--- src/rtl/wb_pkg.sv ---
// Shared types and constants for the register-file write-port arbiter.
package wb_pkg;

    localparam int WB_DATA_W = 32;
    localparam int WB_ADDR_W = 5;

    typedef enum logic [0:0] {
        PRI_MEM = 1'b0,
        PRI_ALU = 1'b1
    } wb_state_e;

    localparam logic WB_SRC_ALU = 1'b0;
    localparam logic WB_SRC_MEM = 1'b1;

    // Returns 1 when the destination register is x0 (write is architecturally discarded).
    function automatic logic rd_is_x0(input logic [WB_ADDR_W-1:0] rd);
        return (rd == {WB_ADDR_W{1'b0}});
    endfunction

endpackage

--- src/rtl/wb_starve_fsm.sv ---
// Priority FSM and starvation counter that promotes ALU writebacks after STARVE_LIMIT denials.
// Only compiled when WB_STARVE_EN is defined.
`ifdef WB_STARVE_EN
module wb_starve_fsm
    import wb_pkg::*;
#(
    parameter int STARVE_LIMIT = 4,
    parameter int CNT_W        = 3
) (
    input  logic clk,
    input  logic rst,
    input  logic alu_valid,
    input  logic mem_valid,
    input  logic alu_xfer,
    output logic alu_pri
);

    wb_state_e        state_q, state_d;
    logic [CNT_W-1:0] cnt_q, cnt_d;

    // State and starvation counter registers.
    always_ff @(posedge clk or posedge rst) begin
        if (rst) begin
            state_q <= PRI_MEM;
            cnt_q   <= {CNT_W{1'b0}};
        end else begin
            state_q <= state_d;
            cnt_q   <= cnt_d;
        end
    end

    // Next state; the promotion test sees the already-incremented count.
    always_comb begin
        cnt_d   = cnt_q;
        state_d = state_q;
        if (alu_xfer || !alu_valid) begin
            cnt_d = {CNT_W{1'b0}};
        end else if ((state_q == PRI_MEM) && mem_valid) begin
            cnt_d = (cnt_q == {CNT_W{1'b1}}) ? cnt_q : cnt_q + {{(CNT_W-1){1'b0}}, 1'b1};
        end else begin
            cnt_d = cnt_q;
        end
        case (state_q)
            PRI_MEM: begin
                if (cnt_d >= CNT_W'(STARVE_LIMIT)) state_d = PRI_ALU;
                else                               state_d = PRI_MEM;
            end
            PRI_ALU: begin
                if (alu_xfer || !alu_valid) state_d = PRI_MEM;
                else                        state_d = PRI_ALU;
            end
            default: state_d = PRI_MEM;
        endcase
    end

    // Priority output decode.
    always_comb begin
        alu_pri = 1'b0;
        case (state_q)
            PRI_ALU: alu_pri = 1'b1;
            PRI_MEM: alu_pri = 1'b0;
            default: alu_pri = 1'b0;
        endcase
    end

endmodule
`endif

--- src/rtl/wb_port_arbiter.sv ---
// Register-file write-port arbiter: ALU vs load-return, valid/ready, registered write stage.
// Define WB_STARVE_EN to enable the ALU starvation guard; otherwise mem has fixed priority.
module wb_port_arbiter
    import wb_pkg::*;
#(
    parameter int DATA_W       = WB_DATA_W,
    parameter int ADDR_W       = WB_ADDR_W,
    parameter int STARVE_LIMIT = 4,
    parameter int CNT_W        = 3
) (
    input  logic              clk,
    input  logic              rst,
    input  logic              alu_valid,
    output logic              alu_ready,
    input  logic [ADDR_W-1:0] alu_rd,
    input  logic [DATA_W-1:0] alu_data,
    input  logic              mem_valid,
    output logic              mem_ready,
    input  logic [ADDR_W-1:0] mem_rd,
    input  logic [DATA_W-1:0] mem_data,
    output logic              reg_we,
    output logic [ADDR_W-1:0] reg_waddr,
    output logic [DATA_W-1:0] reg_wdata,
    output logic              wb_src
);

    logic              alu_pri_s;
    logic              alu_ready_s, mem_ready_s;
    logic              reg_we_q, reg_we_d;
    logic [ADDR_W-1:0] reg_waddr_q, reg_waddr_d;
    logic [DATA_W-1:0] reg_wdata_q, reg_wdata_d;
    logic              wb_src_q, wb_src_d;

`ifdef WB_STARVE_EN
    wb_starve_fsm #(
        .STARVE_LIMIT (STARVE_LIMIT),
        .CNT_W        (CNT_W)
    ) u_starve_fsm (
        .clk       (clk),
        .rst       (rst),
        .alu_valid (alu_valid),
        .mem_valid (mem_valid),
        .alu_xfer  (alu_ready_s),
        .alu_pri   (alu_pri_s)
    );
`else
    logic [CNT_W-1:0] unused_cfg_s;
    assign unused_cfg_s = CNT_W'(STARVE_LIMIT);
    assign alu_pri_s    = 1'b0;
`endif

    // Grant: ready implies valid, so ready doubles as the transfer strobe.
    always_comb begin
        alu_ready_s = 1'b0;
        mem_ready_s = 1'b0;
        if (rst) begin
            alu_ready_s = 1'b0;
            mem_ready_s = 1'b0;
        end else if (alu_pri_s) begin
            alu_ready_s = alu_valid;
            mem_ready_s = mem_valid && !alu_valid;
        end else begin
            mem_ready_s = mem_valid;
            alu_ready_s = alu_valid && !mem_valid;
        end
    end

    assign alu_ready = alu_ready_s;
    assign mem_ready = mem_ready_s;

    // Write stage next values; x0 writes are accepted but never enabled.
    always_comb begin
        reg_we_d    = 1'b0;
        reg_waddr_d = reg_waddr_q;
        reg_wdata_d = reg_wdata_q;
        wb_src_d    = wb_src_q;
        if (mem_ready_s) begin
            reg_we_d    = (mem_rd != {ADDR_W{1'b0}});
            reg_waddr_d = mem_rd;
            reg_wdata_d = mem_data;
            wb_src_d    = WB_SRC_MEM;
        end else if (alu_ready_s) begin
            reg_we_d    = (alu_rd != {ADDR_W{1'b0}});
            reg_waddr_d = alu_rd;
            reg_wdata_d = alu_data;
            wb_src_d    = WB_SRC_ALU;
        end else begin
            reg_we_d = 1'b0;
        end
    end

    // Registered write port toward the register file.
    always_ff @(posedge clk or posedge rst) begin
        if (rst) begin
            reg_we_q    <= 1'b0;
            reg_waddr_q <= {ADDR_W{1'b0}};
            reg_wdata_q <= {DATA_W{1'b0}};
            wb_src_q    <= WB_SRC_ALU;
        end else begin
            reg_we_q    <= reg_we_d;
            reg_waddr_q <= reg_waddr_d;
            reg_wdata_q <= reg_wdata_d;
            wb_src_q    <= wb_src_d;
        end
    end

    assign reg_we    = reg_we_q;
    assign reg_waddr = reg_waddr_q;
    assign reg_wdata = reg_wdata_q;
    assign wb_src    = wb_src_q;

endmodule
--- config.mk ---
export PLATFORM = sky130hd
export DESIGN_NAME = wb_port_arbiter
export DESIGN_NICKNAME = d
export VERILOG_FILES = /design/src/rtl/wb_pkg.sv /design/src/rtl/wb_starve_fsm.sv /design/src/rtl/wb_port_arbiter.sv
export SDC_FILE = /design/constraint.sdc
export NUM_CORES = 1
export LEC_CHECK = 0
export CAP_MARGIN = 10
export CORE_MARGIN = 2
export CORE_UTILIZATION = 38
export CTS_CLUSTER_DIAMETER = 60
export DETAILED_ROUTE_END_ITERATION = 12
export GPL_ROUTABILITY_DRIVEN = 1
export PLACE_DENSITY = 0.85
export SYNTH_ARGS = -nofsm -noshare
export SYNTH_HDL_FRONTEND = slang
export SYNTH_HIERARCHICAL = 1
export SYNTH_SLANG_ARGS = --single-unit
export TNS_END_PERCENT = 5
--- constraint.sdc ---
create_clock -name clk -period 3.65 [get_ports clk]
set_clock_uncertainty 0.1 [all_clocks]
set_input_delay 1.095 -clock clk [delete_from_list [all_inputs] [get_ports clk]]
set_output_delay 1.095 -clock clk [all_outputs]
set_load 0.005 [all_outputs]
==> summary.md <==
| Metric | Value |
|---|---|
| Status | `finished clean` |
| Setup Buffers After CTS | `0` |
| Area fraction of the dominant cell type after synthesis | `54.51%` |
| CP Max Fanout | `4` |
| Post-CTS sizing | `0` |
| R2r setup slk | `2820 ps` |
| # H-tree levels | `2` |
| Primary FF master, synth | `dfrtp_1` |
| R2R cell count | `2` |
| Routed via count | `1905` |
| Largest net degree at the start of global routing | `76` |
| Core area | `4444 µm²` |
| Clock-pin transition on the worst setup and hold timing paths | `70 ps` |
| Starting density of the core | `40.29%` |
| Setup TNS | `0 ps` |
| CTS buffer count | `5` |
| Synth Warn # | `6` |
| Relative slew slack | `53.78%` |
| DRC | `0` |
| Worst skew pair latency | `280 ps` |
| Global-route wire length before repair | `8756 µm` |
| Hold depth | `2` |
| Clk buf depth | `2` |
| Clock sink total | `39` |
| Most common cell in the netlist | `nand2_1` |
| Async SR Flop Fraction | `100.0%` |
| DR vias/cell | `5.000` |
| Area growth, synth to finish | `71.28%` |
| Post-CTS Hold Buffers | `0` |
| WL final | `5221 µm` |
| Routed length per instance | `13.70 µm` |
| Die area | `5277 µm²` |
| Height of the die | `72.64 µm` |
| HPWL Detailed | `3774 µm` |
| Antenna-violating nets left | `0` |
| Initial antenna violation count | `0` |
| Nets | `408` |
| Gpl congestion | `0.8876` |
| Post-synthesis sequential area ratio | `54.51%` |
| Leading post-synthesis cells by cell area | `dfrtp_1 55%, nand2_1 16%, a31oi_1 13%, nor2_1 8.2%, buf_2 2.8%` |
| Crit start category | `input pin` |
| DR pass1 iterations | `4` |
| Gate count of the mapped netlist | `216` |
| Max_cap viols | `0` |
| CP Class | `input pin to output port` |
| Mapped Area | `1790 µm²` |
| ANT cells | `0` |
| Leak pwr | `0.001310 µW` |
| # setup viols final | `0` |
| Share of cells above drive strength 1 | `3.647%` |
| All-Layer GR Usage | `20.96%` |
| Die Width | `72.64 µm` |
| Slew at the pin closest to its max-slew limit | `693.3 ps` |
| Max-slew violation count | `0` |
| Crit path required time | `2450 ps` |
| Synth area leader | `dfrtp_1` |
| Max frequency | `0.2818 GHz` |
| Critical path arrival | `2350 ps` |
| Hold Path Sink | `wb_src$_DFFE_PP0P_` |
| Peak VDD IR | `0.2397 mV` |
| # port buffers | `118` |
| Mapped Avg Cell Area | `8.289 µm²` |
| Launching point of the worst reg2reg path | `reg_wdata[22]$_DFFE_PP0P_` |
| CTS root buf | `clkbuf_8` |
| Top-Level Pins | `119` |
| Synth cell types | `13` |
| RR Endpoint | `reg_wdata[22]$_DFFE_PP0P_` |
| Row Count | `24` |
| Pwr/cell area | `360.1 nW/µm²` |
| Vias in the first global route | `1894` |
| Hold Path Class | `flop to flop` |
| CTS tree | `built` |
| Setup WS post-layout | `101.1 ps` |
| Leading cell types by count after synthesis | `76 x nand2_1, 39 x dfrtp_1, 39 x nor2_1` |
| GRT Residual Overflow | `0` |
| Setup crit end kind | `output port` |
| Critical Path Source | `rst` |
| Syn Nets | `294` |
| DP Worst Slack | `91.80 ps` |
| Hold Crit Start | `wb_src$_DFFE_PP0P_` |
| RSZ-0062 raised after global routing | `no` |
| #FFs+latches synth | `39` |
| Final Hold Viols | `0` |
| Number of synthesized flops with an enable pin | `0` |
| Final min period | `3549 ps` |
| Initial DRC Count | `106` |
| Final worst-path cycle share | `97.23%` |
==> cells in the final DEF, fill, tap and decap left out <==
| master | count |
|---|---|
| dfrtp_1 | 39 |
| a31oi_1 | 37 |
| buf_4 | 4 |
| nor2_1 | 39 |
| nor2b_2 | 1 |
| clkbuf_8 | 5 |
| o31ai_1 | 1 |
| or4_1 | 2 |
| o21ai_1 | 1 |
| nand2b_1 | 1 |
| buf_12 | 1 |
| clkdlybuf4s50_1 | 118 |
| nand2b_2 | 1 |
| clkbuf_1 | 1 |
| inv_1 | 2 |
| nand2_1 | 76 |
==> kinds of logic (layout without fill, tap and decap cells) <==
group,after synthesis,after routing,synth area share (%)
AND/OR/NAND/NOR,120,120,26.14
flip-flops,39,39,54.51
AO/OA/AOI/OAI,39,39,13.63
buffers and inverters,18,131,5.730
==> worst max-delay path: stages <==
cell	delay, ps
clkdlybuf4s50_1	470
nand2b_1	190
nor2_1	90
clkdlybuf4s50_1	500
==> sequential cells by signal, indices dropped and copies added, names as in the netlist <==
name / count
wb_src: 1
reg_waddr: 5
reg_we: 1
reg_wdata: 32
==> power breakdown <==
part | switching [µW] | internal (µW) | total, µW
registers | 28.8 | 489 | 518
clock network | 133 | 127 | 260
logic | 115 | 211 | 326
==> per-layer routing <==
metal	share of wire (%)	track usage, %
met1	42	27.04
met2	50	34.85
met3	7.9	6.492
met4	0.77	4.527
met5	0	0
==> cell type report <==
class / instances / area, µm²
sequential: 39 / 975.9
fill: 345 / 1378
tap: 52 / 65.06
multi-input combinational: 159 / 714.4
inverter: 2 / 7.507
clock buffer: 6 / 72.57
timing repair buffer: 123 / 1231
==> worst max-delay path by stage <==
stage | end | slack [ps]
after floorplan | alu_ready | 940
after global placement | alu_ready | 100
after detailed placement | alu_ready | 90
after CTS | alu_ready | 90
after global routing | mem_ready | 20
final | alu_ready | 100
==> metrics by stage <==
stage / instance area [µm²] / util, % / hold WS [ps] / cells / total power [µW]
floorplan: 1790 / - / 370.6 / 216 / 629.3
global placement: 2994 / 67.37 / 364.4 / 375 / 847.0
detailed placement: 2994 / 67.37 / 373.4 / 375 / 855.2
CTS: 3067 / 69.00 / 389.6 / 381 / 1119
global route: 3067 / 69.00 / 409.2 / 381 / 1172
finish: 3067 / 69.00 / 390.7 / 381 / 1104
Note: power is estimated with default switching activity, not from simulation.
